<file path="src/rtl/tft_pkg.sv">
// Shared definitions for the TFT SPI write link, used by both the transmitter and the receiver.
package tft_pkg;

    localparam int TFT_BYTE_W = 8;

    localparam logic TFT_DC_CMD  = 1'b0;
    localparam logic TFT_DC_DATA = 1'b1;

    typedef enum logic {
        ST_IDLE,
        ST_SHIFT
    } rx_state_e;

endpackage

</file>
<file path="src/rtl/sync_fifo.sv">
// Single-clock first-word-fall-through FIFO. DEPTH must be a power of 2 and at least 2.
// A push into a full FIFO is accepted only when a pop happens in the same cycle.
module sync_fifo #(
    parameter int WIDTH = 9,
    parameter int DEPTH = 4
) (
    input  logic             clk,
    input  logic             rst_n,
    input  logic             push,
    input  logic [WIDTH-1:0] push_data,
    input  logic             pop,
    output logic [WIDTH-1:0] pop_data,
    output logic             full,
    output logic             empty
);

    localparam int AW = $clog2(DEPTH);

    logic [WIDTH-1:0] mem_q [DEPTH];
    logic [AW:0]      wr_ptr_q, wr_ptr_d;
    logic [AW:0]      rd_ptr_q, rd_ptr_d;
    logic             do_push, do_pop;

    assign empty    = (wr_ptr_q == rd_ptr_q);
    assign full     = (wr_ptr_q[AW-1:0] == rd_ptr_q[AW-1:0]) && (wr_ptr_q[AW] != rd_ptr_q[AW]);
    assign do_pop   = pop && !empty;
    assign do_push  = push && (!full || do_pop);
    assign pop_data = mem_q[rd_ptr_q[AW-1:0]];

    always_comb begin
        // NOTE: every always_comb output gets a default first so no latch is inferred.
        wr_ptr_d = wr_ptr_q;
        rd_ptr_d = rd_ptr_q;
        if (do_push) wr_ptr_d = wr_ptr_q + 1'b1;
        if (do_pop)  rd_ptr_d = rd_ptr_q + 1'b1;
    end

    // NOTE: the storage array is deliberately not reset; the pointers alone define validity.
    always_ff @(posedge clk) begin
        if (do_push) mem_q[wr_ptr_q[AW-1:0]] <= push_data;
    end

    always_ff @(posedge clk or negedge rst_n) begin
        if (!rst_n) begin
            wr_ptr_q <= '0;
            rd_ptr_q <= '0;
        end else begin
            wr_ptr_q <= wr_ptr_d;
            rd_ptr_q <= rd_ptr_d;
        end
    end

endmodule

</file>
<file path="src/rtl/tft_spi_rx.sv">
// Receive-side SPI endpoint for the TFT write link, oversampled in the clk domain.
// Define TFT_SPI_RX_FIFO_EN for a FIFO_DEPTH-entry output FIFO; otherwise a single output register.
module tft_spi_rx
    import tft_pkg::*;
#(
    parameter int SYNC_STAGES = 2,
    parameter int FIFO_DEPTH  = 4
) (
    input  logic                  clk,
    input  logic                  global_reset_n,
    input  logic                  spi_clk,
    input  logic                  spi_mosi,
    input  logic                  spi_cs,
    input  logic                  spi_dc,
    output logic [TFT_BYTE_W-1:0] rx_data,
    output logic                  rx_dc,
    output logic                  rx_valid,
    input  logic                  rx_ready,
    output logic                  overflow,
    output logic                  frame_err,
    input  logic                  clear_err,
    output logic                  active
);

    if (SYNC_STAGES < 2 || FIFO_DEPTH < 2 || (FIFO_DEPTH & (FIFO_DEPTH - 1)) != 0) begin : g_bad_params
        $error("tft_spi_rx: SYNC_STAGES must be >= 2, FIFO_DEPTH a power of 2 >= 2");
    end

    logic [SYNC_STAGES-1:0] clk_sync_q, clk_sync_d;
    logic [SYNC_STAGES-1:0] mosi_sync_q, mosi_sync_d;
    logic [SYNC_STAGES-1:0] dc_sync_q, dc_sync_d;
    logic [SYNC_STAGES-1:0] cs_sync_q, cs_sync_d;
    logic                   clk_prev_q;
    logic                   clk_s, mosi_s, dc_s, cs_s, clk_rise;

    rx_state_e             state_q;
    logic [2:0]            cnt_q, cnt_next;
    logic [TFT_BYTE_W-1:0] sr_q;
    logic                  byte_dc_q;
    logic                  push_q;
    logic                  frame_err_q;
    logic                  overflow_q, overflow_d;
    logic                  pop, full;

    // All four inputs share one chain depth so they stay mutually aligned after synchronization.
    always_comb begin
        clk_sync_d  = {clk_sync_q[SYNC_STAGES-2:0], spi_clk};
        mosi_sync_d = {mosi_sync_q[SYNC_STAGES-2:0], spi_mosi};
        dc_sync_d   = {dc_sync_q[SYNC_STAGES-2:0], spi_dc};
        cs_sync_d   = {cs_sync_q[SYNC_STAGES-2:0], spi_cs};
    end

    always_ff @(posedge clk or negedge global_reset_n) begin
        if (!global_reset_n) begin
            clk_sync_q  <= '0;
            mosi_sync_q <= '0;
            dc_sync_q   <= '0;
            cs_sync_q   <= '1;
            clk_prev_q  <= 1'b0;
        end else begin
            clk_sync_q  <= clk_sync_d;
            mosi_sync_q <= mosi_sync_d;
            dc_sync_q   <= dc_sync_d;
            cs_sync_q   <= cs_sync_d;
            clk_prev_q  <= clk_s;
        end
    end

    assign clk_s    = clk_sync_q[SYNC_STAGES-1];
    assign mosi_s   = mosi_sync_q[SYNC_STAGES-1];
    assign dc_s     = dc_sync_q[SYNC_STAGES-1];
    assign cs_s     = cs_sync_q[SYNC_STAGES-1];
    assign clk_rise = clk_s & ~clk_prev_q;
    assign cnt_next = cnt_q + {2'b00, clk_rise};
    assign active   = ~cs_s;

    // NOTE: sequential state uses non-blocking assignments so every flop samples pre-edge values.
    always_ff @(posedge clk or negedge global_reset_n) begin
        if (!global_reset_n) begin
            state_q     <= ST_IDLE;
            cnt_q       <= '0;
            sr_q        <= '0;
            byte_dc_q   <= TFT_DC_CMD;
            push_q      <= 1'b0;
            frame_err_q <= 1'b0;
        end else begin
            push_q <= 1'b0;
            if (clear_err) frame_err_q <= 1'b0;
            unique case (state_q)
                ST_IDLE: begin
                    cnt_q <= '0;
                    if (!cs_s) state_q <= ST_SHIFT;
                end
                ST_SHIFT: begin
                    if (clk_rise) begin
                        sr_q  <= {sr_q[TFT_BYTE_W-2:0], mosi_s};
                        cnt_q <= cnt_next;
                        if (cnt_q == 3'd7) begin
                            push_q    <= 1'b1;
                            byte_dc_q <= dc_s;
                        end
                    end
                    // A clock edge coincident with cs rising is counted before the frame closes.
                    if (cs_s) begin
                        state_q <= ST_IDLE;
                        cnt_q   <= '0;
                        if (cnt_next != 3'd0) frame_err_q <= 1'b1;
                    end
                end
                default: state_q <= ST_IDLE;
            endcase
        end
    end

    assign pop = rx_valid && rx_ready;

`ifdef TFT_SPI_RX_FIFO_EN
    logic [TFT_BYTE_W:0] fifo_rd;
    logic                fifo_empty;

    sync_fifo #(
        .WIDTH (TFT_BYTE_W + 1),
        .DEPTH (FIFO_DEPTH)
    ) u_fifo (
        .clk       (clk),
        .rst_n     (global_reset_n),
        .push      (push_q),
        .push_data ({byte_dc_q, sr_q}),
        .pop       (pop),
        .pop_data  (fifo_rd),
        .full      (full),
        .empty     (fifo_empty)
    );

    assign rx_valid         = !fifo_empty;
    assign {rx_dc, rx_data} = fifo_empty ? '0 : fifo_rd;
`else
    logic                out_valid_q, out_valid_d;
    logic [TFT_BYTE_W:0] out_ent_q, out_ent_d;

    always_comb begin
        out_valid_d = out_valid_q;
        out_ent_d   = out_ent_q;
        if (push_q && (!out_valid_q || pop)) begin
            out_valid_d = 1'b1;
            out_ent_d   = {byte_dc_q, sr_q};
        end else if (pop) begin
            out_valid_d = 1'b0;
        end
    end

    always_ff @(posedge clk or negedge global_reset_n) begin
        if (!global_reset_n) begin
            out_valid_q <= 1'b0;
            out_ent_q   <= '0;
        end else begin
            out_valid_q <= out_valid_d;
            out_ent_q   <= out_ent_d;
        end
    end

    assign full     = out_valid_q;
    assign rx_valid = out_valid_q;
    assign rx_dc    = out_ent_q[TFT_BYTE_W];
    assign rx_data  = out_ent_q[TFT_BYTE_W-1:0];
`endif

    // A simultaneous set event wins over clear_err.
    always_comb begin
        overflow_d = overflow_q & ~clear_err;
        if (push_q && full && !pop) overflow_d = 1'b1;
    end

    always_ff @(posedge clk or negedge global_reset_n) begin
        if (!global_reset_n) overflow_q <= 1'b0;
        else                 overflow_q <= overflow_d;
    end

    assign overflow  = overflow_q;
    assign frame_err = frame_err_q;

endmodule

</file>
<file path="config.mk">
export PLATFORM = sky130hd
export DESIGN_NAME = tft_spi_rx
export DESIGN_NICKNAME = d
export VERILOG_FILES = /design/src/rtl/tft_pkg.sv /design/src/rtl/sync_fifo.sv /design/src/rtl/tft_spi_rx.sv
export SDC_FILE = /design/constraint.sdc
export NUM_CORES = 1
export LEC_CHECK = 0
export CORE_ASPECT_RATIO = 1.1
export CORE_MARGIN = 2
export CORE_UTILIZATION = 35
export CTS_CLUSTER_SIZE = 20
export DETAILED_ROUTE_END_ITERATION = 12
export PLACE_DENSITY = 0.59
export SLEW_MARGIN = 20
export SYNTH_ARGS = -nofsm -noshare
export SYNTH_HDL_FRONTEND = slang
export SYNTH_SLANG_ARGS = --single-unit
</file>
<file path="constraint.sdc">
create_clock -name clk -period 1.4 [get_ports clk]
set_clock_uncertainty 0.05 [all_clocks]
set_input_delay 0.14 -clock clk [delete_from_list [all_inputs] [get_ports clk]]
set_output_delay 0.14 -clock clk [all_outputs]
set_load 0.01 [all_outputs]
</file>
==> impl_metrics.py, run 1 <==
metrics = {
    "pwr": {
        "power_leakage_uw": 0.000853,
        "ir_drop_uv": 538,
        "p_per_area_nw_per_um2": 1180,
        "power_uw": 1980,
    },
    "layout": {
        "fill_cells": 331,
        "nNetsFinal": 123,
        "antenna_cells": 0,
        "drive_above_1_share": 0.374,
        "areaGrowthSynthToFinish_pct": 32.6,
    },
    "worst_setup_path": {
        "r2r_slack_ns": 0.06,
        "reg2reg_depth": 6,
        "crit_required_ns": 1.61,
        "worstSetupStartpointType": "flop",
        "crit_fanout": 2,
        "path_class": "flop to flop",
        "arrival_ns": 1.55,
        "timing.rr.start": "clk_prev_q$_DFF_PN0_",
        "endpoint_kind": "flop",
        "cpPeakStageDelay_ns": 0.38,
        "crit_chain": "and2b_1, and2_4, ha_4, xor2_1, nor3_2, a21oi_1",
        "crit_slowest_cell": "dfrtp_1",
        "r2r-end": "frame_err$_DFF_PN0_",
    },
    "clock_network": {
        "root_buffer": "clkbuf_4",
        "clock_sinks": 35,
        "htreeDepth": 2,
        "clock_latency_ns": 0.33,
        "clkTransAtPathRegs_ns": 0.10,
        "clk_path_buf_depth": 2,
        "numCtsBuffers": 5,
        "tritoncts": "built",
        "cts_hold_buf": 0,
    },
    "floorplan": {
        "die_h_um": 67.1,
        "start_util": 0.372,
        "die-area_um2": 4120,
        "placementRows": 22,
        "dieWidth_um": 61.4,
        "fp.coreArea_um2": 3410,
        "boundaryPins": 21,
    },
    "synthesis": {
        "synthTopCellsByArea": "dfrtp_1 (65%), mux2_2 (15%), dfstp_2 (4.1%), nand3b_4 (1.6%), xor2_1 (1.4%)",
        "synth_common_cells": "dfrtp_1 (33), mux2_2 (17), inv_1 (3), nor2_1 (3)",
        "yosysWarnings": 0,
        "yosysTopAreaCell": "dfrtp_1",
        "yosysTopAreaCellShare": 0.651,
        "yosysMostFrequentCell": "dfrtp_1",
        "synth-main-ff-cell": "dfrtp_1",
        "synth_nets": 88,
        "synth_edf_count": 0,
        "syn_avg_cell_area_um2": 16.1,
        "synth_area_um2": 1270,
        "synthArstFlopShare": 1.00,
        "ys_seq_area_frac": 0.692,
        "syn_inst": 79,
        "ys_types": 23,
        "ys_ff_latch": 35,
    },
    "status": {
        "status": "finished clean",
    },
    "grt": {
        "grt-ovfl-total": 0,
        "grt_pass1_vias": 780,
        "antenna_found_initial": 0,
        "track_usage": 0.117,
        "grt_max_degree": 36,
        "grt_pass1_wl_um": 3340,
    },
    "placed_design": {
        "post-dp-hpwl_um": 1280,
        "numPortBuffers": 20,
        "pre_cts_slack_ns": -0.0428,
        "gp_congestion": 0.715,
    },
    "min_path": {
        "hold_path_class": "input pin to async pin",
    },
    "timing": {
        "period_minus_slack_ns": 1.34,
        "relSlewSlack": 0.844,
        "period_share": 0.956,
        "tightest_slew_ns": 0.233,
        "rsz0062_at_grt": "yes",
        "finalHoldViolCount": 0,
        "holdWs_ns": 0.113,
        "setup_violations": 0,
        "fmax_ghz": 0.747,
        "timing.final.ws_setup_ns": 0.0617,
        "slew_violations": 0,
        "setup_tns_ns": 0,
    },
    "flow_run": {
        "drv_cap": 0,
    },
    "detailed_routing": {
        "drc": 0,
        "firstDrtPassIters": 2,
        "viasPerCell": 4.27,
        "ant_nets": 0,
        "drt_iter0_drc": 21,
        "wl_per_cell_um": 11.3,
        "wl_um": 1840,
        "vias": 696,
    },
}
## worst max-delay path, delay by kind of cell (launching register included)
family / cells / cell delay, ns
AO/OA/AOI/OAI: 1 / 0.13
XOR/XNOR: 1 / 0.17
adder cells (fa/ha/maj): 1 / 0.13
flip-flops: 1 / 0.38
AND/OR/NAND/NOR: 3 / 0.41
## worst max path at each step
stage	to	startpoint
final	frame_err$_DFF_PN0_	clk_prev_q$_DFF_PN0_
after global routing	frame_err$_DFF_PN0_	clk_prev_q$_DFF_PN0_
after CTS	frame_err$_DFF_PN0_	clk_sync_q[1]$_DFF_PN0_
after detailed placement	frame_err$_DFF_PN0_	clk_sync_q[1]$_DFF_PN0_
after global placement	frame_err$_DFF_PN0_	clk_sync_q[1]$_DFF_PN0_
after floorplan	frame_err$_DFF_PN0_	clk_sync_q[1]$_DFF_PN0_
## logic make-up after synthesis
| logic type | share of synthesized area |
|---|---|
| DFF | 0.692 |
| muxes | 0.171 |
| and+or+nand+nor | 0.0848 |
| AOI/OAI and AO/OA | 0.0128 |
| xor gates and xnor gates | 0.0207 |
| buffers and inverters | 0.00888 |
| adders and majority gates | 0.00986 |
## flip-flops by register name, indices dropped and copies added (netlist names)
name and flops:
byte_dc_q 1, clk_prev_q 1, clk_sync_q 2, cnt_q 3, cs_sync_q 2, dc_sync_q 2, frame_err 1, mosi_sync_q 2
out_ent_q 9, overflow 1, push_q 1, rx_valid 1, sr_q 8, state_q 1
## timing repair
action / 4_1_cts / 5_1_grt
endpoints found under the setup margin: 14 / 3
setup buffers: 2 / 0
pin swaps: 3 / 2
gates resized for setup: 15 / 4
## placed cells by master, fill, tap and decap left out
cell type        count
a21oi_1              2
and2_4               1
and2b_1              1
buf_12               2
buf_4                6
clkbuf_1             1
clkbuf_2             1
clkbuf_4             5
clkbuf_8             2
clkdlybuf4s50_1      7
dfrtp_1             33
dfstp_2              2
dlygate4sd2_1       12
ha_4                 1
inv_1                3
mux2_2              17
mux2_4               1
mux2i_1              1
nand2_1              2
nand2_2              1
nand2b_4             1
nand3_1              1
nand3b_1             1
nand3b_4             1
nor2_1               3
nor2_4               1
nor2b_1              1
nor3_2               1
o22ai_1              1
xnor2_1              1
xor2_1               2
## metal layers
layer,share of wire,vias up,global-route usage,wire length (um)
met5,0,-,0,0
met4,0.031,0,0.0718,58
met3,0.059,7,0.0575,108
met2,0.45,18,0.173,836
met1,0.46,333,0.135,839
li1,-,338,-,-
## metrics by stage
stage / area, um^2 / util / instances
after floorplan: 1270 / - / 79
after global placement: 1600 / 0.468 / 153
after detailed placement: 1600 / 0.468 / 153
after CTS: 1670 / 0.489 / 163
after global routing: 1680 / 0.493 / 163
final: 1680 / 0.493 / 163
## layout make-up
cell class | instances | area, um^2 | share of cell area
Clock buffer | 8 | 68.8 | 0.0409
Inverter | 3 | 11.3 | 0.00669
Multi-Input combinational cell | 41 | 399 | 0.237
Sequential cell | 35 | 878 | 0.522
Tap cell | 48 | 60.1 | 0.0357
Timing Repair Buffer | 28 | 265 | 0.158
## power by group
part / total (uW) / switching (uW) / internal, uW
clock network: 602 / 307 / 295
registers: 1200 / 68.6 / 1130
logic: 185 / 62.6 / 122
No activity file was read; power rests on OpenSTA's default activity.
==> inputs of run 2 (changes only) <==
Settings changed: CELL_PAD_IN_SITES_DETAIL_PLACEMENT set to 0, CELL_PAD_IN_SITES_GLOBAL_PLACEMENT set to 2, CORE_UTILIZATION 35 to 33, PLACE_DENSITY 0.59 to 0.74.
==> run 2 against run 1 <==
Net effect:
- clock power up 32%
- combinational power is 2% higher
- non-clock buffer count decreased by 1
- sequential share of layout area down 2.0 points
- die area up 5.7%
- sequential cell count is the same
- hold slack better by 0.067 ns
- cell count grew 0.61%
==> impl_metrics.py, run 2 (synthesis gave the netlist of run 1 again) <==
metrics = {
    "detailed_routing": {
        "vias": 712,
        "drc": 0,
        "firstDrtPassIters": 4,
        "drt_iter0_drc": 6,
        "wl_per_cell_um": 12.3,
        "ant_nets": 0,
        "viasPerCell": 4.34,
        "wl_um": 2020,
    },
    "worst_setup_path": {
        "cpPeakStageDelay_ns": 0.38,
        "crit_slowest_cell": "dfrtp_1",
        "reg2reg_depth": 6,
        "crit_required_ns": 1.56,
        "endpoint_kind": "flop",
        "crit_chain": "and2b_1, and2_4, ha_4, xor2_1, nor3_2, a21oi_1",
        "crit_fanout": 2,
        "worstSetupStartpointType": "flop",
        "arrival_ns": 1.54,
        "timing.rr.start": "clk_prev_q$_DFF_PN0_",
        "cp-startpoint": "clk_prev_q$_DFF_PN0_",
        "path_class": "flop to flop",
    },
    "floorplan": {
        "die_h_um": 69.0,
        "fp.coreArea_um2": 3650,
        "placementRows": 23,
        "die-area_um2": 4360,
        "dieWidth_um": 63.1,
        "boundaryPins": 21,
        "start_util": 0.347,
    },
    "timing": {
        "setup_tns_ns": 0,
        "finalHoldViolCount": 0,
        "period_share": 0.989,
        "tightest_slew_ns": 0.247,
        "slew_violations": 0,
        "holdWs_ns": 0.180,
        "fmax_ghz": 0.722,
        "period_minus_slack_ns": 1.38,
        "relSlewSlack": 0.835,
        "setup_violations": 0,
        "rsz0062_at_grt": "yes",
    },
    "layout": {
        "nNetsFinal": 122,
        "reg_top3": "out_ent_q: 9 flops, sr_q: 8 flops, cnt_q: 3 flops",
        "sequential_cell_area_um2": 878,
        "areaGrowthSynthToFinish_pct": 37.9,
        "largest_reg_flops": 9,
        "final_common_cell": "dfrtp_1",
        "antenna_cells": 0,
        "finalNonFillerCells": 164,
        "drive_above_1_share": 0.368,
        "fill_cells": 351,
        "regMostFlops": "out_ent_q",
        "mostFrequentLayoutCells": "dfrtp_1 (33), mux2_2 (17), clkdlybuf4s50_1 (11)",
        "multi_input_area_um2": 399,
    },
    "grt": {
        "antenna_found_initial": 0,
        "grt-ovfl-total": 0,
        "track_usage": 0.109,
        "grt_pass1_wl_um": 3510,
        "grt_max_degree": 36,
        "grt_pass1_vias": 724,
    },
    "placed_design": {
        "placed_cells": 155,
        "post-dp-hpwl_um": 1360,
        "gp_congestion": 0.741,
        "numPortBuffers": 20,
    },
    "clock_network": {
        "root_buffer": "clkbuf_8",
        "clock_latency_ns": 0.28,
        "numCtsBuffers": 5,
        "cts_hold_buf": 0,
        "clkTransAtPathRegs_ns": 0.07,
        "clock_sinks": 35,
        "tritoncts": "built",
        "clk_path_buf_depth": 2,
        "htreeDepth": 2,
    },
    "pwr": {
        "p_per_area_nw_per_um2": 1250,
        "ir_drop_uv": 684,
        "power_leakage_uw": 0.000939,
    },
    "flow_run": {
        "drv_cap": 0,
    },
    "min_path": {
        "hold_path_class": "input pin to async pin",
    },
    "status": {
        "status": "finished clean",
    },
}
## run 2: cell types whose count changed in the layout (fill, tap and decap cells not counted), sizes merged
cell           delta
dlygate4sd2      -11
dlymetal6s2s      +7
clkdlybuf4s50     +4
clkbuf            -2
buf               -1
clkdlybuf4s15     +1
clkinvlp          +1
## run 2: per-stage QoR
| step | area, um^2 | setup slack, ns | total power (uW) | util |
|---|---|---|---|---|
| global route | 1750 | -0.0990 | 2300 | 0.479 |
| detailed placement | 1600 | -0.0375 | 1410 | 0.438 |
| finish | 1750 | 0.0155 | 2180 | 0.479 |
| floorplan | 1270 | -0.0614 | 1310 | - |
| CTS | 1710 | -0.0322 | 2220 | 0.469 |
| global placement | 1600 | -0.0218 | 1400 | 0.438 |
## run 2: area by class of cell
cell class	instances	share of cell area
Clock buffer	7	0.0551
Clock inverter	1	0.00429
Inverter	3	0.00644
Multi-Input combinational cell	41	0.228
Sequential cell	35	0.502
Tap cell	50	0.0358
Timing Repair Buffer	27	0.168
## run 2: routing by layer
metal,share of wire,vias to the layer above,track usage
li1,-,332,-
met1,0.43,355,0.129
met2,0.48,21,0.154
met3,0.072,4,0.0685
met4,0.018,0,0.0519
met5,0,-,0
## run 2: where the power goes
part	leakage, uW	switching, uW	internal [uW]
sequential	0.000450	68.7	1130
combinational	0.000438	64.3	124
clock	0.0000505	346	447
## run 2: worst paths after layout
path	to	slack, ns
worst max-delay path	frame_err$_DFF_PN0_	0.02
worst min-delay path	dc_sync_q[1]$_DFF_PN0_	0.18
worst max register to register	frame_err$_DFF_PN0_	0.02
worst min register to register	clk_sync_q[1]$_DFF_PN0_	0.30
max in group asynchronous	cs_sync_q[1]$_DFF_PN1_	0.88
min in group clk	cs_sync_q[0]$_DFF_PN1_	0.22
## run 2: what timing repair did
item / 4_1_cts / 5_1_grt
buffers inserted: 1 / 0
pin swaps: 3 / 2
setup endpoints to repair: 3 / 11
resized for setup: 3 / 11
## run 2: worst max-delay path, delay by kind of cell, from the launching register on
kind	cells	cell delay, ns
AND/OR/NAND/NOR	3	0.43
flip-flops	1	0.38
XOR/XNOR	1	0.19
AO/OA/AOI/OAI	1	0.14
adder cells (fa/ha/maj)	1	0.13
==> inputs of run 3 (changes only) <==
Settings changed: PLACE_DENSITY 0.74 to unset, PLACE_DENSITY_LB_ADDON set to 0.08.
==> run 3 against run 2 <==
Net effect:
- maximum frequency up 0.67%
- critical path depth stayed put
- critical endpoint unchanged
- sequential cell count unchanged
- highest routed layer unchanged
- via count fell by 3.2%
- setup slack gained 0.0092 ns
- cell count did not move
==> impl_metrics.py, run 3 (synthesis gave the netlist of run 1 again) <==
metrics = {
    "pwr": {
        "p_switching_uw": 466,
        "seq_power_share": 0.581,
        "p_per_area_nw_per_um2": 1200,
        "power_uw": 2070,
        "ir_drop_uv": 845,
        "power_leakage_uw": 0.000874,
        "pwr-share-comb": 0.090,
        "switching_share": 0.226,
        "internal_power_uw": 1600,
        "power_frac_clock": 0.329,
    },
    "timing": {
        "fmax_ghz": 0.727,
        "relSlewSlack": 0.851,
        "rsz0062_at_grt": "yes",
        "finalHoldViolCount": 0,
        "tightest_slew_ns": 0.223,
        "slew_violations": 0,
        "period_minus_slack_ns": 1.38,
        "period_share": 0.982,
        "setup_violations": 0,
    },
    "grt": {
        "track_usage": 0.116,
        "grt_pass1_wl_um": 3820,
        "grt-ovfl-total": 0,
        "grt_max_degree": 36,
        "antenna_found_initial": 0,
        "grt_pass1_vias": 804,
    },
    "layout": {
        "largest_reg_flops": 9,
        "reg_top3": "out_ent_q: 9 flops, sr_q: 8 flops, cnt_q: 3 flops",
        "final_cell_area_um2": 1730,
        "final_common_cell": "dfrtp_1",
        "drive_above_1_share": 0.360,
        "antenna_cells": 0,
        "mostFrequentLayoutCells": "dfrtp_1 (33), mux2_2 (17), clkdlybuf4s50_1 (14)",
        "fill_cells": 350,
        "nNetsFinal": 122,
        "areaGrowthSynthToFinish_pct": 36.0,
        "regMostFlops": "out_ent_q",
        "multi_input_area_um2": 407,
        "sequential_cell_area_um2": 878,
    },
    "detailed_routing": {
        "drt_iter0_drc": 19,
        "drc": 0,
        "dr_wl_met2_um": 985,
        "vias": 689,
        "top_layer": "met4",
        "wl_per_cell_um": 12.6,
        "ant_nets": 0,
        "wl_met1_um": 953,
        "wl_met3_um": 92,
        "viasPerCell": 4.20,
        "firstDrtPassIters": 2,
        "wl_um": 2070,
    },
    "floorplan": {
        "fp.coreArea_um2": 3650,
        "start_util": 0.347,
        "die_h_um": 69.0,
        "placementRows": 23,
        "boundaryPins": 21,
        "die-area_um2": 4360,
        "dieWidth_um": 63.1,
    },
    "clock_network": {
        "clock_sinks": 35,
        "root_buffer": "clkbuf_8",
        "htreeDepth": 2,
        "cts_hold_buf": 0,
        "numCtsBuffers": 5,
        "clkTransAtPathRegs_ns": 0.07,
        "tritoncts": "built",
        "clk_path_buf_depth": 2,
        "clock_latency_ns": 0.28,
    },
    "worst_setup_path": {
        "path_class": "flop to flop",
        "worstSetupStartpointType": "flop",
        "crit_chain": "and2b_1, and2_4, ha_4, xor2_2, nor3_2, a21oi_1",
        "crit_required_ns": 1.51,
        "cp_top_family": "simple AND/OR/NAND/NOR gates",
        "r2r_slack_ns": 0.02,
        "cp_num_buf_inv": 0,
        "cpPeakStageDelay_ns": 0.38,
        "crit_slowest_cell": "dfrtp_1",
        "crit_fanout": 2,
        "arrival_ns": 1.49,
        "endpoint_kind": "flop",
    },
    "placed_design": {
        "post-dp-hpwl_um": 1410,
        "placed_area_um2": 1600,
        "gp_congestion": 0.730,
        "numPortBuffers": 20,
    },
    "flow_run": {
        "drv_cap": 0,
    },
    "status": {
        "status": "finished clean",
    },
    "min_path": {
        "hold_path_class": "input pin to async pin",
    },
}
## run 3: worst reg2reg max path, stage by stage, from the launching register on
cell     delay (ns)
dfrtp_1        0.38
and2b_1        0.18
and2_4         0.17
ha_4           0.16
xor2_2         0.14
nor3_2         0.10
a21oi_1        0.08
## run 3: metrics by stage
| step | worst slack, ns | setup TNS [ns] | hold slack (ns) | utilization | instances |
|---|---|---|---|---|---|
| after floorplan | -0.0614 | -0.0614 | -0.206 | - | 79 |
| after detailed placement | -0.0551 | -0.336 | 0.289 | 0.438 | 155 |
| after global routing | -0.0617 | -0.0938 | 0.176 | 0.472 | 164 |
| after global placement | -0.0328 | -0.276 | 0.283 | 0.438 | 155 |
| final | 0.0248 | 0 | 0.170 | 0.472 | 164 |
| after CTS | 0.00189 | 0 | 0.177 | 0.467 | 164 |
## run 3: layout make-up
| cell class | count | area share |
|---|---|---|
| timing repair buffer | 27 | 0.165 |
| clock buffer | 7 | 0.0442 |
| tap | 50 | 0.0363 |
| sequential | 35 | 0.509 |
| multi-input combinational | 41 | 0.236 |
| inverter | 3 | 0.00653 |
| clock inverter | 1 | 0.00290 |
## run 3: final timing paths
path,start,depth (start not counted),to
max,clk_sync_q[1]$_DFF_PN0_,6,frame_err$_DFF_PN0_
min,global_reset_n,2,cnt_q[0]$_DFFE_PN0P_
max reg2reg,clk_sync_q[1]$_DFF_PN0_,6,frame_err$_DFF_PN0_
min reg2reg,dc_sync_q[0]$_DFF_PN0_,0,dc_sync_q[1]$_DFF_PN0_
max in group asynchronous,global_reset_n,2,cs_sync_q[0]$_DFF_PN1_
min in group clk,spi_cs,1,cs_sync_q[0]$_DFF_PN1_
## run 3: metal layers
| layer | track usage | vias up |
|---|---|---|
| met5 | 0 | - |
| met4 | 0.0741 | 0 |
| met3 | 0.0392 | 4 |
| met2 | 0.170 | 20 |
| met1 | 0.144 | 334 |
| li1 | - | 331 |
## run 3: power by group through the flow
stage                     Combinational, uW  Sequential (uW)  Clock (uW)
after floorplan                         110             1200           0
after global placement                  185             1220           0
after detailed placement                189             1220           0
after CTS                               193             1200         715
after global routing                    215             1220         763
final                                   187             1200         680
## run 3: repair_timing
| item | 4_1_cts | 5_1_grt |
|---|---|---|
| endpoints found under the setup margin | 3 | 6 |
| pin swaps | 1 | 0 |
| setup buffers | 1 | 0 |
| gates resized for setup | 6 | 5 |
